[config.mk]
export PLATFORM = sky130hd
export DESIGN_NAME = pipelined_shifter
export DESIGN_NICKNAME = d
export VERILOG_FILES = /design/src/rtl/pipelined_shifter_pkg.sv /design/src/rtl/pipelined_shifter_shift.sv /design/src/rtl/pipelined_shifter.sv
export SDC_FILE = /design/constraint.sdc
export NUM_CORES = 1
export LEC_CHECK = 0
export ABC_AREA = 1
export BUFFER_PORTS_ARGS = -buffer_cell sky130_fd_sc_hd__buf_2
export CORE_ASPECT_RATIO = 1.4
export CORE_MARGIN = 3
export CORE_UTILIZATION = 61
export DETAILED_ROUTE_END_ITERATION = 8
export PLACE_DENSITY = 0.88
export SYNTH_ARGS = -nofsm -noshare
export SYNTH_HDL_FRONTEND = slang
export SYNTH_SLANG_ARGS = --single-unit
[constraint.sdc]
create_clock -name clk -period 3.7 [get_ports clk]
set_input_delay 0.37 -clock clk [delete_from_list [all_inputs] [get_ports clk]]
set_output_delay 0.37 -clock clk [all_outputs]
set_load 0.01 [all_outputs]
[src/rtl/pipelined_shifter_pkg.sv]
// Shared definitions for the pipelined shifter: op encodings and the
// helper that derives the shift-amount width from the operand width.
package pipelined_shifter_pkg;

    typedef enum logic [2:0] {
        OP_LSL = 3'b000,
        OP_LSR = 3'b001,
        OP_ASR = 3'b010,
        OP_ROR = 3'b011,
        OP_ROL = 3'b100
    } op_e;

    localparam int OP_W = 3;

    // Shift-amount width for a power-of-two operand width.
    function automatic int calc_sw(input int w);
        return $clog2(w);
    endfunction

    // Encodings above OP_ROL are reserved.
    function automatic logic is_legal_op(input logic [OP_W-1:0] op);
        return (op <= 3'(OP_ROL));
    endfunction

endpackage

[src/rtl/pipelined_shifter_shift.sv]
// Combinational barrel-shift slice: applies the shift levels LO..LO+NLVL-1
// (shift by 2^k when bit k of the amount is set) for the selected op.
// Reserved ops pass the operand through untouched.
module shift_stage
    import pipelined_shifter_pkg::*;
#(
    parameter int W    = 32,
    parameter int LO   = 0,
    parameter int NLVL = 1
) (
    input  logic [W-1:0]    in_data,
    input  logic [NLVL-1:0] lvl_shamt,
    input  logic [OP_W-1:0] op,
    output logic [W-1:0]    out_data
);

    // One fixed-distance shift or rotate; amt is always in 1..W/2 here.
    function automatic logic [W-1:0] shift_by(input logic [W-1:0]    d,
                                              input logic [OP_W-1:0] sel,
                                              input int              amt);
        logic signed [W-1:0] sd;
        logic [W-1:0]        r;
        sd = d;
        r  = d;
        case (sel)
            OP_LSL:  r = d << amt;
            OP_LSR:  r = d >> amt;
            OP_ASR:  r = sd >>> amt;
            OP_ROR:  r = (d >> amt) | (d << (W - amt));
            OP_ROL:  r = (d << amt) | (d >> (W - amt));
            default: r = d;
        endcase
        return r;
    endfunction

    logic [W-1:0] acc;

    // Cascade the selected power-of-two levels.
    always_comb begin
        acc = in_data;
        for (int i = 0; i < NLVL; i++) begin
            if (lvl_shamt[i]) acc = shift_by(acc, op, 1 << (LO + i));
        end
    end

    assign out_data = acc;

endmodule

[src/rtl/pipelined_shifter.sv]
// Two-stage pipelined shifter/rotator with valid/ready handshakes on both
// sides. S1 applies the low half of the shift amount and captures carry and
// error from the original operand; S2 applies the remaining high bits.
module pipelined_shifter
    import pipelined_shifter_pkg::*;
#(
    parameter int W  = 32,
    parameter int SW = calc_sw(W)
) (
    input  logic            clk,
    input  logic            rst_n,
    input  logic            in_valid,
    output logic            in_ready,
    input  logic [W-1:0]    in_data,
    input  logic [SW-1:0]   in_shamt,
    input  logic [OP_W-1:0] in_op,
    output logic            out_valid,
    input  logic            out_ready,
    output logic [W-1:0]    out_data,
    output logic            out_carry,
    output logic            out_zero,
    output logic            out_err
);

    localparam int LO_BITS = SW / 2;
    localparam int HI_BITS = SW - LO_BITS;

    // ---- stage 0: combinational front end ----
    logic                 s2_open;
    logic                 in_fire;
    logic                 s1_fire;
    logic [W-1:0]         data_s1;
    logic                 carry_s1;
    logic                 err_s1;
    logic [SW-1:0]        dec_idx;
    logic [SW-1:0]        neg_idx;

    // ---- stage 1 registers ----
    logic                 vld_p1;
    logic [OP_W-1:0]      op_p1;
    logic [W-1:0]         data_p1;
    logic [HI_BITS-1:0]   shamt_hi_p1;
    logic                 carry_p1;
    logic                 err_p1;
    logic [W-1:0]         data_s2;

    // ---- stage 2 registers ----
    logic                 vld_p2;
    logic [W-1:0]         data_p2;
    logic                 carry_p2;
    logic                 err_p2;

    // A stage accepts new contents when empty or when it is draining this cycle.
    assign s2_open  = !vld_p2 || out_ready;
    assign in_ready = !vld_p1 || s2_open;
    assign in_fire  = in_valid && in_ready;
    assign s1_fire  = vld_p1 && s2_open;

    shift_stage #(
        .W    (W),
        .LO   (0),
        .NLVL (LO_BITS)
    ) u_stage1 (
        .in_data   (in_data),
        .lvl_shamt (in_shamt[LO_BITS-1:0]),
        .op        (in_op),
        .out_data  (data_s1)
    );

    // W is a power of two, so W-shamt wraps naturally to SW bits.
    assign dec_idx = in_shamt - SW'(1);
    assign neg_idx = SW'(0) - in_shamt;
    assign err_s1  = !is_legal_op(in_op);

    // Carry is the last bit moved out, taken from the unshifted operand.
    always_comb begin
        carry_s1 = 1'b0;
        if (in_shamt != '0) begin
            case (in_op)
                OP_LSL, OP_ROL:         carry_s1 = in_data[neg_idx];
                OP_LSR, OP_ASR, OP_ROR: carry_s1 = in_data[dec_idx];
                default:                carry_s1 = 1'b0;
            endcase
        end
    end

    // Stage valid flags; reset discards anything in flight.
    always_ff @(posedge clk or negedge rst_n) begin
        if (!rst_n) begin
            vld_p1 <= 1'b0;
            vld_p2 <= 1'b0;
        end else begin
            if (in_ready) vld_p1 <= in_valid;
            if (s2_open)  vld_p2 <= vld_p1;
        end
    end

    // ---- S1 capture: low-half shift result plus carry/err ----
    always_ff @(posedge clk or negedge rst_n) begin
        if (!rst_n) begin
            op_p1       <= '0;
            data_p1     <= '0;
            shamt_hi_p1 <= '0;
            carry_p1    <= 1'b0;
            err_p1      <= 1'b0;
        end else if (in_fire) begin
            op_p1       <= in_op;
            data_p1     <= data_s1;
            shamt_hi_p1 <= in_shamt[SW-1:LO_BITS];
            carry_p1    <= carry_s1;
            err_p1      <= err_s1;
        end
    end

    shift_stage #(
        .W    (W),
        .LO   (LO_BITS),
        .NLVL (HI_BITS)
    ) u_stage2 (
        .in_data   (data_p1),
        .lvl_shamt (shamt_hi_p1),
        .op        (op_p1),
        .out_data  (data_s2)
    );

    // ---- S2 capture: final result, held while the consumer stalls ----
    always_ff @(posedge clk or negedge rst_n) begin
        if (!rst_n) begin
            data_p2  <= '0;
            carry_p2 <= 1'b0;
            err_p2   <= 1'b0;
        end else if (s1_fire) begin
            data_p2  <= data_s2;
            carry_p2 <= carry_p1;
            err_p2   <= err_p1;
        end
    end

    assign out_valid = vld_p2;
    assign out_data  = data_p2;
    assign out_carry = carry_p2;
    assign out_err   = err_p2;
    assign out_zero  = (data_p2 == '0);

endmodule

Word-level counts from Yosys, hierarchy flattened --
Index checks and enable logic that the tools add are counted.
Word-level totals: bits in registers 76, input port bits 44, output and inout bits 37, word-level logic and storage cells 62
Cells by class: add/subtract/negate cells 2, magnitude comparators 3, equal/unequal tests 8, mux-type cells 16, bitwise gates (word level) 9, reduce and logical (&&, ||, !) cells 14
Operator list (count):
- $pmux W32 S5 | 4
- $mux W32 | 5
- $pmux W32 S4 | 1
- $logic_not A32 Y1 | 1
- $or A16 B32 Y32 | 1
- $or A24 B32 Y32 | 1
- $or A28 B32 Y32 | 1
- $or A30 B32 Y32 | 1
- $or A31 B32 Y32 | 1
- $or A32 B1 Y32 | 1
- $or A32 B2 Y32 | 1
- $or A32 B4 Y32 | 1
- $or A32 B8 Y32 | 1
- $eq A3 B2 Y1 const B | 4
- $lt A5 B6 Y1 const B | 2
- $bmux W1 S5 | 2
- $eq A3 B1 Y1 const B | 2
- $eq A3 B3 Y1 const B | 2
- $logic_not A3 Y1 | 2
- $reduce_bool A5 Y1 | 1
- $sub A1 B5 Y5 const A | 1
- $sub A5 B1 Y5 const B | 1
- $reduce_or A2 Y1 | 2
- $le A3 B3 Y1 const B | 1
- 6 further kinds | 12

Logic depth before layout (Yosys ltp) --
Gate-level depths: netlist of run 1.
word-level depth 9, gate-level depth with buffers 16, gate-level depth less buffers 13

Modules after synthesis --
From an unflattened synthesis of run 1, not the netlist that was laid out.
Second synthesis, totals: cell total of the unflattened synthesis 1352, area, all modules 8231.6 um2
Modules (own cells, without submodules):
- pipelined_shifter | times used 1, cells an instance 440, area each 3742.3 um2, sequential area each 1901.8 um2
- shift_stage (u_stage2) | times used 1, cells an instance 509, area each 2513.7 um2, sequential area each 0.0 um2
- shift_stage (u_stage1) | times used 1, cells an instance 403, area each 1975.6 um2, sequential area each 0.0 um2

Least setup slack after synthesis of run 1 --
No wires, ideal clock.
path kind input to register, start point input port in_shamt[0], end point register carry_p1, setup time 0.117 ns, data arrival time 2.159 ns, required time 3.583 ns, path slack 1.424 ns, cell stages on the path 14, buffers on the path 2, cell sequence buf_2 inv_1 buf_2 ha_1 xnor2_1 inv_1 nand3_1 nand3_1 nand2_1 nand2_1 nand3_1 nand2_1 nand2_1 nand2_1
Between the ends: word-level cells in the longest chain between the ends 5, elaborated cells between the ends (all ways) 9, those cells by class 2 x add/sub; 6 x mux; 1 x reduce/logical
Ends and longest elaborated chain:
- from (decl) | RTL line pipelined_shifter.sv:15 | input logic [SW-1:0] in_shamt,
- $sub A5 B1 Y5 / $sub A1 B5 Y5 (equally long branches) | RTL line pipelined_shifter.sv:71, pipelined_shifter.sv:72
- $bmux W1 S5, on equally long branches | RTL line pipelined_shifter.sv:81, pipelined_shifter.sv:80
- $mux W1, on equally long branches | RTL line pipelined_shifter.sv:81, pipelined_shifter.sv:80
- $pmux W1 S2 | RTL line pipelined_shifter.sv:79 | case (in_op)
- $mux W1 (*) | RTL line pipelined_shifter.sv:78 | if (in_shamt != '0) begin
- to (signal assigned) | RTL line pipelined_shifter.sv:110 | carry_p1 <= carry_s1;
- to (decl) | RTL line pipelined_shifter.sv:43 | logic carry_p1;
Mark *: on every way between the ends. The rest lies on a longest branch, timed or not. The select of a mux whose other input is x is not followed. A chain may end at the register's enable or synchronous reset.

Final worst setup path of run 1 --
start point register op_p1[1], end point register data_p2[8], in the netlist out_data[8]
Between the ends: word-level cells in the longest chain between the ends 9, elaborated cells between the ends (all ways) 15, those cells by class 4 x eq/ne; 6 x mux; 3 x bitwise; 2 x reduce/logical
Ends and longest elaborated chain:
- from (decl) | RTL line pipelined_shifter.sv:40 | logic [OP_W-1:0] op_p1;
- from (signal assigned) | RTL line pipelined_shifter.sv:107 | op_p1 <= in_op;
- $eq A3 B3 Y1, or another cell as far along | RTL line pipelined_shifter_shift.sv:25 | case (sel)
- $pmux W32 S5 | RTL line pipelined_shifter_shift.sv:25
- $mux W32 | RTL line pipelined_shifter_shift.sv:42 | if (lvl_shamt[i]) acc = shift_by(acc, op, 1 << (LO + i));
- $or A32 B8 Y32 / $or A24 B32 Y32 (equally long branches) | RTL line pipelined_shifter_shift.sv:30, pipelined_shifter_shift.sv:29
- $pmux W32 S5 | RTL line pipelined_shifter_shift.sv:25
- $mux W32 | RTL line pipelined_shifter_shift.sv:42
- $or A16 B32 Y32 | RTL line pipelined_shifter_shift.sv:29, pipelined_shifter_shift.sv:30
- $pmux W32 S4 | RTL line pipelined_shifter_shift.sv:25
- $mux W32 (*) | RTL line pipelined_shifter_shift.sv:42
- to (signal assigned) | RTL line pipelined_shifter.sv:133 | data_p2 <= data_s2;
- to (decl) | RTL line pipelined_shifter.sv:49 | logic [W-1:0] data_p2;
Mark *: on every way between the ends. The rest lies on a longest branch, timed or not.

==> results of run 1 <==
## report_power, final
part           internal, W  total (W)  switching, W
Sequential         0.00108    0.00136      0.000274
Combinational     0.000684    0.00199       0.00130
Clock             0.000584   0.000920      0.000336
## synthesized netlist by cell type (3+ instances only)
master / count / area (um^2)
a21oi_1: 60 / 300
and2_1: 3 / 18.8
buf_1: 7 / 26.3
buf_2: 32 / 160
buf_4: 6 / 45.0
buf_6: 4 / 45.0
clkbuf_1: 28 / 105
dfrtp_1: 76 / 1900
inv_1: 104 / 390
inv_2: 4 / 15.0
nand2_1: 427 / 1600
nand2_2: 7 / 43.8
nand3_1: 233 / 1170
nand3_2: 20 / 200
nand4_1: 5 / 31.3
nor2_1: 49 / 184
nor2_4: 5 / 56.3
nor4_1: 8 / 50.1
o211ai_1: 19 / 143
o21ai_0: 73 / 365
o21ai_1: 24 / 120
o221ai_1: 8 / 70.1
o22ai_1: 8 / 50.1
or2_2: 8 / 50.1
xor2_1: 3 / 26.3
## critical path, cell delays in order, from the launching register on
cell	delay (ns)
dfrtp_1	0.54
inv_1	0.10
nand2_2	0.15
nor2_4	0.12
o21ai_2	0.39
clkinv_1	0.49
nand3_1	0.22
nand3_1	0.22
nand2_1	0.14
inv_1	0.04
## metrics by stage
stage	area, um^2	util (%)	worst slack (ns)	power, W	std cells
after detailed placement	7650	66.5	0.953	0.00332	1403
after floorplan	7300	-	1.42	0.00270	1236
after global placement	7650	66.5	1.00	0.00327	1403
after CTS	7960	69.1	1.22	0.00424	1418
after global routing	7960	69.1	0.958	0.00458	1418
final	7960	69.1	1.15	0.00426	1418
## sequential cells by signal, indices dropped and copies added (netlist names)
register,flops
carry_p1,1
data_p1,32
err_p1,1
op_p1,3
out_carry,1
out_data,32
out_err,1
out_valid,1
shamt_hi_p1,3
vld_p1,1
## layer usage
| layer | routed length, um | vias to the layer above |
|---|---|---|
| met5 | 0 | - |
| met4 | 1650 | 0 |
| met3 | 1670 | 106 |
| met2 | 10800 | 510 |
| met1 | 8550 | 3743 |
| li1 | - | 4153 |
## layout make-up
type	count	share of cell area, %
Sequential cell	76	23.9
Tap cell	144	2.26
Multi-Input combinational cell	974	57.9
Timing Repair Buffer	100	6.95
Clock inverter	5	0.975
Clock buffer	10	2.88
Inverter	109	5.14
## kinds of logic (layout without fill, tap and decap cells)
group | after synthesis | count (layout) | share of synthesized area [%]
fa+ha+maj | 2 | 2 | 0.343
buf+inv | 186 | 224 | 10.8
simple gates | 770 | 770 | 47.1
compound gates | 198 | 198 | 15.2
xor+xnor | 4 | 4 | 0.480
flops | 76 | 76 | 26.1
## worst paths after layout
path | cells past startpoint | startpoint | endpoint
max | 9 | op_p1[1] | out_data[8]
min | 1 | rst_n | out_data[0]
max reg2reg | 9 | op_p1[1] | out_data[8]
min reg2reg | 2 | out_err | out_err
max in group asynchronous | 1 | rst_n | out_data[2]
min in group clk | 4 | out_ready | out_valid
==> metrics.csv, run 1 <==
stage,metric,value,unit
cts,# H-tree levels,3,
worst_setup_path,Critical Path Sink Type,flop,
yosys,syn_nets,1282,
global_route,busiest grt layer,met2,
cts,clock buffer count from CTS,9,
cts,cts hold-fix bufs,0,
timing,Setup-failing EPs final,0,
yosys,Mean Syn Cell Area,5.90,um^2
timing,fin. max-slew vios,0,
global_route,GRT Util Overall,34.0,%
worst_setup_path,kind of critical path,reg2reg,
power_and_ir_drop,leakage dissipation,4.15,nW
global_route,first-pass GRT wire length,37200,um
timing,maximum operating frequency,392,MHz
floorplan,full die area,13300,um^2
yosys,Mapped Cells,1236,
timing,worst rel slew slack,35.8,%
timing,WHS,0.187,ns
routing,via count,8512,
cts,clk slew on worst S/H paths,0.06,ns
yosys,share of the yosys chip area belonging to registers,26.1,%
yosys,fraction of registers with async set/reset,100,%
routing,final wirelength,22700,um
yosys,ys flop type,dfrtp_1,
cts,post-CTS resize count,0,
global_route,largest net degree at the start of global routing,77,
floorplan,Initial Util,63.4,%
timing,Setup TNS,0,ns
worst_setup_path,crit path max fanout,13,
routing,drt drc,0,
global_route,met1 Usage GRT,40.5,%
floorplan,CORE AREA,11500,um^2
routing,Avg Vias per Cell,6.00,
cts,clock sinks,76,
worst_setup_path,type of origin of the critical path,flop,
status,status,"finished, final reports clean",
yosys,warnings from Yosys,0,
yosys,Post-synth EDFFs,0,
timing,ratio of final minimum period to clock period,68.9,%
hold_path,Worst Hold Class,in2async,
global_route,vias in the first global route,7548,
power_and_ir_drop,highest ir drop seen on vdd,0.236,mV
yosys,Synth cell types,36,
cts,TritonCTS clock tree,built,
routing,Pre-antenna DRT Iters,7,
timing,Final Hold Fails,0,
layout,"commonest non-fill, non-tap cell in the layout",nand2_1,
layout,area delta synth->final,9.06,%
cts,total setup buffers inserted after CTS,0,
global_route,GR Util met3,4.02,%
routing,Starting DRT DRC Count,625,
routing,WL per Instance,16.0,um
layout,nets@finish,1316,
timing,final setup skew,0.0114,ns
placed_design,number of port buffers,80,
global_route,GR Util met2,56.9,%
layout,Fill cells,1113,
cts,Root Buffer,clkbuf_16,
yosys,post-synthesis cell area,7300,um^2
placed_design,GPL Wtd Cong,0.997,
worst_setup_path,CP required,3.94,ns
layout,FF/Latch Area,1900,um^2
timing,Slew @ Worst Pin,0.962,ns
floorplan,Die X,98.4,um
worst_setup_path,"Arr. time, crit path",2.78,ns
yosys,Seq cells post-synth,76,
routing,Final ANT Viol Nets,0,
global_route,initial antenna violation count,0,
floorplan,# IOs,81,
layout,"commonest non-fill, non-tap cells in the layout","427 x nand2_1, 233 x nand3_1, 104 x inv_1",
placed_design,final HPWL from detailed placement,16900,um
power_and_ir_drop,Cell Pwr Density,536,nW/um^2
global_route,gr ovfl total,0,
timing,post-route minimum period,2.55,ns
timing,RSZ-0062 raised after global routing,false,
cts,clk_lat worst skew,0.34,ns
layout,layout cells sized above 1,13.0,%
floorplan,Die Height,135,um
layout,Ant. Diodes,0,
cts,clk buf depth,2,
floorplan,cell row count,46,
layout,multi-input logic area,4610,um^2
worst_setup_path,flop2flop setup slack,1.15,ns
run,maximum capacitance violations,0,
(Power assumes the default switching activity.)
==> inputs of run 2 (changes only) <==
==> constraint.sdc (replaced) <==
create_clock -name clk -period 2.4 [get_ports clk]
set_input_delay 0.24 -clock clk [delete_from_list [all_inputs] [get_ports clk]]
set_output_delay 0.24 -clock clk [all_outputs]
set_load 0.01 [all_outputs]
==> run 2 against run 1 <==
Effect of this change:
- clock-buffer cell count fell by 1
- sequential power increased by 54%
- cell count increased by 0.78%
- largest cell class unchanged
- highest routed layer unchanged
==> metrics.csv, run 2 (synthesis results as in run 1) <==
stage,metric,value,unit
floorplan,# IOs,81,
power_and_ir_drop,Cell Pwr Density,819,nW/um^2
cts,# H-tree levels,3,
layout,layout cells sized above 1,13.8,%
routing,Final ANT Viol Nets,0,
cts,clk_lat worst skew,0.34,ns
global_route,largest net degree at the start of global routing,77,
placed_design,Placement Cell Area,7760,um^2
power_and_ir_drop,Reg power frac,31.6,%
routing,final wirelength,22100,um
timing,post-route minimum period,2.18,ns
routing,via count,8502,
layout,Fill cells,1087,
timing,Slew @ Worst Pin,1.14,ns
power_and_ir_drop,Comb pwr share,46.9,%
worst_setup_path,crit path max fanout,16,
global_route,gr ovfl total,0,
layout,"commonest non-fill, non-tap cell in the layout",nand2_1,
placed_design,placed instance count,1413,
timing,RSZ-0062 raised after global routing,false,
floorplan,Die X,98.4,um
timing,Final Hold Fails,0,
power_and_ir_drop,clock network power share,21.5,%
worst_setup_path,type of origin of the critical path,flop,
layout,area delta synth->final,10.7,%
power_and_ir_drop,Pint,0.00367,W
global_route,vias in the first global route,7597,
power_and_ir_drop,Net Switching,0.00295,W
cts,clk slew on worst S/H paths,0.06,ns
routing,Starting DRT DRC Count,686,
power_and_ir_drop,switch share,44.5,%
global_route,initial antenna violation count,0,
placed_design,GPL Wtd Cong,0.970,
cts,TritonCTS clock tree,built,
routing,drt drc,0,
cts,total setup buffers inserted after CTS,0,
timing,maximum operating frequency,458,MHz
placed_design,Placement Setup Slack,0.285,ns
placed_design,number of port buffers,80,
power_and_ir_drop,highest ir drop seen on vdd,0.391,mV
cts,clock sinks,76,
worst_setup_path,CP required,2.63,ns
global_route,first-pass GRT wire length,36900,um
timing,final setup skew,0.00721,ns
status,status,"finished, final reports clean",
floorplan,full die area,13300,um^2
cts,clk buf depth,2,
timing,Setup TNS,0,ns
layout,Non-Filler Instances,1429,
cts,clock buffer count from CTS,9,
run,maximum capacitance violations,0,
global_route,GRT Util Overall,33.6,%
layout,"Core Util, Final",70.2,%
floorplan,Initial Util,63.4,%
timing,Setup-failing EPs final,0,
cts,Root Buffer,clkbuf_16,
routing,Pre-antenna DRT Iters,5,
floorplan,cell row count,46,
power_and_ir_drop,leakage dissipation,4.21,nW
layout,nets@finish,1326,
layout,Ant. Diodes,0,
timing,worst rel slew slack,23.9,%
floorplan,Die Height,135,um
floorplan,CORE AREA,11500,um^2
timing,final worst setup slack,0.216,ns
routing,Avg Vias per Cell,5.95,
worst_setup_path,kind of critical path,reg2reg,
timing,ratio of final minimum period to clock period,91.0,%
worst_setup_path,Critical Path Sink Type,flop,
worst_setup_path,"Arr. time, crit path",2.41,ns
cts,post-CTS resize count,0,
routing,WL per Instance,15.5,um
layout,"commonest non-fill, non-tap cells in the layout","427 x nand2_1, 233 x nand3_1, 104 x inv_1",
cts,cts hold-fix bufs,0,
timing,fin. max-slew vios,0,
placed_design,final HPWL from detailed placement,16900,um
hold_path,Worst Hold Class,in2async,
layout,Final Cell Area,8080,um^2
==> run 2: cell count changes in the layout (fill, tap and decap cells not counted), sizes merged <==
| cell | change |
|---|---|
| clkbuf | -1 |
| buf | +10 |
| clkinv | +2 |
==> run 2: stage by stage <==
stage / power (W) / hold slack (ns)
floorplan: 0.00417 / -0.0556
global placement: 0.00510 / 0.423
detailed placement: 0.00516 / 0.433
CTS: 0.00660 / 0.0779
global route: 0.00713 / 0.130
finish: 0.00661 / 0.0224
==> run 2: layout make-up <==
| cell class | instances | area, um^2 | area share [%] |
|---|---|---|---|
| Clock buffer | 9 | 225 | 2.79 |
| Clock inverter | 7 | 91.3 | 1.13 |
| Inverter | 109 | 409 | 5.06 |
| Multi-Input combinational cell | 974 | 4610 | 57.0 |
| Sequential cell | 76 | 1900 | 23.5 |
| Tap cell | 144 | 180 | 2.23 |
| Timing Repair Buffer | 110 | 666 | 8.24 |
==> run 2: path summary, 6_finish.rpt <==
check / from / end / slack, ns / depth (start not counted)
max in group asynchronous: rst_n / data_p1[11] / 1.74 / 1
worst min register to register: out_err / out_err / 0.48 / 2
worst max-delay path: op_p1[0] / out_data[19] / 0.22 / 6
min in group clk: out_ready / out_valid / 0.17 / 4
worst max register to register: op_p1[0] / out_data[19] / 0.22 / 6
worst min-delay path: rst_n / out_data[19] / 0.02 / 1
==> run 2: critical path, stage by stage (launching register included) <==
cell	delay, ns
dfrtp_1	0.51
o21ai_2	0.29
nand2_1	0.10
nor2_1	0.87
nand2_1	0.14
nand3_1	0.11
nand2_1	0.06
==> run 2: power groups by stage <==
stage	logic (W)	clock network, W	registers, W
2_1_floorplan	0.00208	0	0.00209
3_3_place_gp	0.00302	0	0.00209
3_5_place_dp	0.00305	0	0.00211
4_1_cts	0.00307	0.00143	0.00209
5_1_grt	0.00350	0.00149	0.00214
6_report	0.00310	0.00142	0.00209
==> run 2: routing by layer <==
metal  wire length, um  global-route usage, %
met5                 0                      0
met4              1360                   19.9
met3              1280                   3.25
met2             11000                   58.3
met1              8480                   40.1
